<file path="config.mk">
export PLATFORM = sky130hd
export DESIGN_NAME = ram_arbiter
export DESIGN_NICKNAME = d
export VERILOG_FILES = /design/src/rtl/ram_arbiter.sv
export SDC_FILE = /design/constraint.sdc
export NUM_CORES = 1
export LEC_CHECK = 0
export ABC_AREA = 1
export BUFFER_PORTS_ARGS = -buffer_cell sky130_fd_sc_hd__buf_2
export CAP_MARGIN = 30
export CORE_ASPECT_RATIO = 2
export CORE_UTILIZATION = 40
export CTS_CLUSTER_DIAMETER = 200
export DETAILED_ROUTE_END_ITERATION = 12
export GPL_ROUTABILITY_DRIVEN = 0
export GPL_TIMING_DRIVEN = 0
export PLACE_DENSITY = 0.74
export SYNTH_ARGS = -nofsm -noshare
export SYNTH_HDL_FRONTEND = slang
export SYNTH_SLANG_ARGS = --single-unit
</file>
<file path="constraint.sdc">
create_clock -name clock -period 1.41 [get_ports clock]
set_input_delay 0.2115 -clock clock [delete_from_list [all_inputs] [get_ports clock]]
set_output_delay 0.2115 -clock clock [all_outputs]
set_load 0.05 [all_outputs]
</file>
<file path="src/rtl/ram_arbiter.sv">
// ram_arbiter: shares the system RAM between master 0 (CPU datapath) and
// master 1 (loader / DMA).
//
// IDLE -> ACCESS (RAM_WAIT+1 cycles of mem_cs) -> DONE (ack + rdata).
// DONE re-arbitrates, so back-to-back accesses take RAM_WAIT+2 cycles.
//
// Optional feature macro: ARB_RR_EN
//   defined   : round-robin tie-break using a last_owner register
//   undefined : fixed priority, master 0 always wins a tie
module ram_arbiter #(
  parameter int WORD_W   = 8,
  parameter int ADDR_W   = 5,
  parameter int RAM_WAIT = 0
) (
  input  logic              clock,
  input  logic              n_reset,
  input  logic              req0,
  input  logic              req1,
  input  logic              r_nw0,
  input  logic              r_nw1,
  input  logic [ADDR_W-1:0] addr0,
  input  logic [ADDR_W-1:0] addr1,
  input  logic [WORD_W-1:0] wdata0,
  input  logic [WORD_W-1:0] wdata1,
  output logic              gnt0,
  output logic              gnt1,
  output logic              ack0,
  output logic              ack1,
  output logic [WORD_W-1:0] rdata,
  output logic              mem_cs,
  output logic              mem_r_nw,
  output logic [ADDR_W-1:0] mem_addr,
  output logic [WORD_W-1:0] mem_wdata,
  input  logic [WORD_W-1:0] mem_rdata,
  output logic              owner,
  output logic              busy
);

  typedef enum logic [1:0] {IDLE, ACCESS, DONE} state_t;

  localparam logic [2:0] WAIT_INIT = 3'(RAM_WAIT);

  state_t     state, state_nx;
  logic [2:0] cnt;
  logic       take;
  logic       win;

`ifdef ARB_RR_EN
  logic last_owner;

  // Winner select: a lone request wins, a tie goes to whoever was not served last.
  always_comb begin
    win = req1 & (~req0 | ~last_owner);
  end

  // Remember the last master granted so ties alternate.
  always_ff @(posedge clock or negedge n_reset) begin
    if (!n_reset)  last_owner <= 1'b1;
    else if (take) last_owner <= win;
  end
`else
  // Winner select: master 1 only when master 0 is not asking.
  always_comb begin
    win = req1 & ~req0;
  end
`endif

  // rdata is the RAM output itself; meaningful only while the owner's ack is high.
  assign rdata = mem_rdata;

  // Next state, arbitration trigger and state-decoded outputs.
  always_comb begin
    state_nx = state;
    take     = 1'b0;
    mem_cs   = 1'b0;
    busy     = 1'b0;
    ack0     = 1'b0;
    ack1     = 1'b0;
    case (state)
      IDLE: begin
        take = req0 | req1;
        if (take) state_nx = ACCESS;
      end
      ACCESS: begin
        mem_cs = 1'b1;
        busy   = 1'b1;
        if (cnt == 3'd0) state_nx = DONE;
      end
      DONE: begin
        busy     = 1'b1;
        ack0     = ~owner;
        ack1     = owner;
        take     = req0 | req1;
        state_nx = take ? ACCESS : IDLE;
      end
      default: state_nx = IDLE;
    endcase
  end

  // State register, grant pulses, request capture and wait counter.
  always_ff @(posedge clock or negedge n_reset) begin
    if (!n_reset) begin
      state     <= IDLE;
      cnt       <= 3'd0;
      gnt0      <= 1'b0;
      gnt1      <= 1'b0;
      owner     <= 1'b0;
      mem_r_nw  <= 1'b0;
      mem_addr  <= '0;
      mem_wdata <= '0;
    end else begin
      state <= state_nx;
      gnt0  <= take & ~win;
      gnt1  <= take & win;
      if (take) begin
        // RAM-side signals only change here, so they stay put through IDLE.
        owner     <= win;
        mem_r_nw  <= win ? r_nw1  : r_nw0;
        mem_addr  <= win ? addr1  : addr0;
        mem_wdata <= win ? wdata1 : wdata0;
        cnt       <= WAIT_INIT;
      end else if (state == ACCESS && cnt != 3'd0) begin
        cnt <= cnt - 3'd1;
      end
    end
  end

endmodule

</file>
==> out/qor.yml <==
layout:
  fin_area_um2: 2230
  nets: 272
  n_antenna_cell: 0
  area_growth_pct: 76.3
  drive_gt1_frac: 0.714
timing:
  worst_pin_slew_ns: 0.510
  layout_setup_ws_ns: -0.0966
  setup_viol: 12
  fin_skew_ns: 0.00619
  finalSetupTns_ns: -0.315
  period_minus_slack_ns: 1.51
  slew_violations: 0
  hold_viol: 0
  grt_setup_unrepaired: "true"
  fmax_mhz: 664
  maxSlewHeadroom: 0.660
  finalCritPeriodShare: 1.07
pwr:
  power_frac_seq: 0.206
  p_leak_nw: 1.22
  clkPwrFrac: 0.086
  power.switching_mw: 2.74
  power_density_nw_per_um2: 2390
  power.total_mw: 5.33
  p_comb_frac: 0.708
  internal_power_mw: 2.59
  peakVddDrop_mv: 1.63
  sw_frac_of_total: 0.514
floorplan:
  initial_core_util: 0.424
  core_um2: 2980
  die_w_um: 41.7
  dieArea_um2: 3400
  ios: 69
  rows: 28
  die_h_um: 81.5
global_route:
  grt_max_degree: 23
  grt_pass1_vias: 1146
  antenna_found_initial: 0
  overflow: 0
  grt_usage: 0.180
  grt_pass1_wl_um: 4740
logic_synthesis:
  synth_edf_count: 0
  synth_common_cells: "nand2_1 (36), nand3_1 (26), dfrtp_1 (22)"
  syn_area_per_cell_um2: 8.78
  postSynth.asyncResetShare: 1.00
  synth.distinct_cells: 16
  syn_area_um2: 1260
  ys_ff_latch: 22
  synthTopCellsByArea: "dfrtp_1 (44%), nand2_1 (11%), nand3_1 (10%)"
  synth.most_common_cell: "nand2_1"
  synthFlopType: "dfrtp_1"
  syn_nets: 191
  ys_seq_area_frac: 0.436
  postSynthCellCount: 144
  synth.largest_area_cell: "dfrtp_1"
  yosysTopAreaCellShare: 0.436
  yosysWarnings: 0
worst_hold_path:
  min_path_type: "primary input to flip-flop"
  hold_path.startpoint: "addr0[1]"
outcome:
  outcome: "complete, but fails checks"
  violations: "setup timing"
worst_setup_path:
  cp.arrival_ns: 1.30
  crit_path_start_kind: "flip-flop"
  cp_slowest_cell: "dfrtp_1"
  crit_path_end_kind: "primary output"
  cp.required_ns: 1.20
  r2r_start: "state[0]"
  slowest_delay_ns: 0.43
  path_delay_family: "flip-flops"
  crit_fanout: 3
  critPathBufInv: 3
  crit_chain: "inv_4, ha_4, inv_2, nor2_2, buf_6"
  crit_type: "flip-flop to primary output"
  startpoint: "state[0]"
route:
  drc: 0
  postRouteAntennaNets: 0
  wl_um: 3680
  via_count: 1282
  dr.pass1.iters: 4
  wl_per_cell_um: 14.5
  avgViaCountPerCell: 5.05
  drtIter0Drc: 13
placement:
  place_ws_ns: -0.119
  placed_area_um2: 1610
  hpwlAfterDp_um: 2070
  port-buffer-count: 60
clock_tree:
  clock_latency_ns: 0.26
  cts_made_buffers: 3
  root_buffer: "clkbuf_8"
  clock_sinks: 22
  ctsLongestPathBuffers: 2
  clk_pin_slew_worst_paths_ns: 0.08
  cts_tree: "yes"
  htreeDepth: 1
job:
  drv_cap: 0
logic make-up (layout without fill, tap and decap cells):
kind of cell    after synthesis  after routing  synth area share
buf+inv                      26            106             0.123
fa+ha+maj                     7              7            0.0693
compound gates                2              2           0.00792
xor+xnor                      1              1           0.00693
simple gates                 86             86             0.357
flops                        22             22             0.436
state kept, by name (all words and copies together) (netlist names):
register	count
state	2
mem_wdata	8
owner	1
mem_r_nw	1
gnt1	1
gnt0	1
mem_addr	5
cnt	3
worst min-delay path, delay by kind of cell:
kind | cells | cell delay, ns
buffers and inverters | 1 | 0.08
AND/OR/NAND/NOR | 2 | 0.08
cell type report:
class / count / area [um2]
clock buffer: 4 / 55.1
fill: 210 / 749
tap: 30 / 37.5
sequential: 22 / 551
timing repair buffer: 76 / 534
multi-input combinational: 96 / 880
inverter: 14 / 62.6
buffer: 12 / 109
power by group through the flow:
stage	Sequential, mW	Clock (mW)	Combinational, mW
after floorplan	1.79	0	1.18
after global placement	1.04	0	2.44
after detailed placement	1.05	0	2.45
after CTS	1.02	0.462	2.66
after global routing	1.13	0.500	3.95
final	1.10	0.457	3.77
path summary, 6_finish.rpt:
check	cells after the start	slack, ns	to
max	5	-0.1	ack0
min	3	0.14	mem_addr[1]
max reg2reg	8	-0.03	mem_wdata[5]
min reg2reg	2	0.49	mem_addr[3]
max in group asynchronous	2	0.62	mem_wdata[1]
min in group asynchronous	2	0.44	mem_addr[4]
through the flow:
stage / util / hold WS, ns / cells
2_1_floorplan: - / -0.0841 / 144
3_3_place_gp: 0.539 / 0.210 / 234
3_5_place_dp: 0.539 / 0.207 / 234
4_1_cts: 0.584 / 0.162 / 243
5_1_grt: 0.748 / 0.137 / 254
6_report: 0.748 / 0.137 / 254
cells in the final DEF (no fill, tap or decap), types with 4 or more instances in the layout:
cell type   n
buf_2      56
buf_4      15
buf_6       8
buf_8       4
clkbuf_8    4
dfrtp_1    22
ha_4        4
inv_1       9
nand2_1    16
nand2_2    10
nand2_4    16
nand3_1     6
nand3_2    22
nand3_4     4
nor2_1      5
nor2_4      4
repair_timing:
item	in CTS	in global routing
setup buffers	4	8
cloned	0	3
setup endpoints to repair	18	23
hold endpoints to repair	22	0
gates resized for setup	13	82
pin swaps	1	23
hold buffers	1	0
per-layer routing:
metal / wire (um) / GRT usage
met1: 1250 / 0.187
met2: 2260 / 0.359
met3: 108 / 0.0132
met4: 59 / 0.0710
met5: 0 / 0
Note: power is estimated with default switching activity, not from simulation.
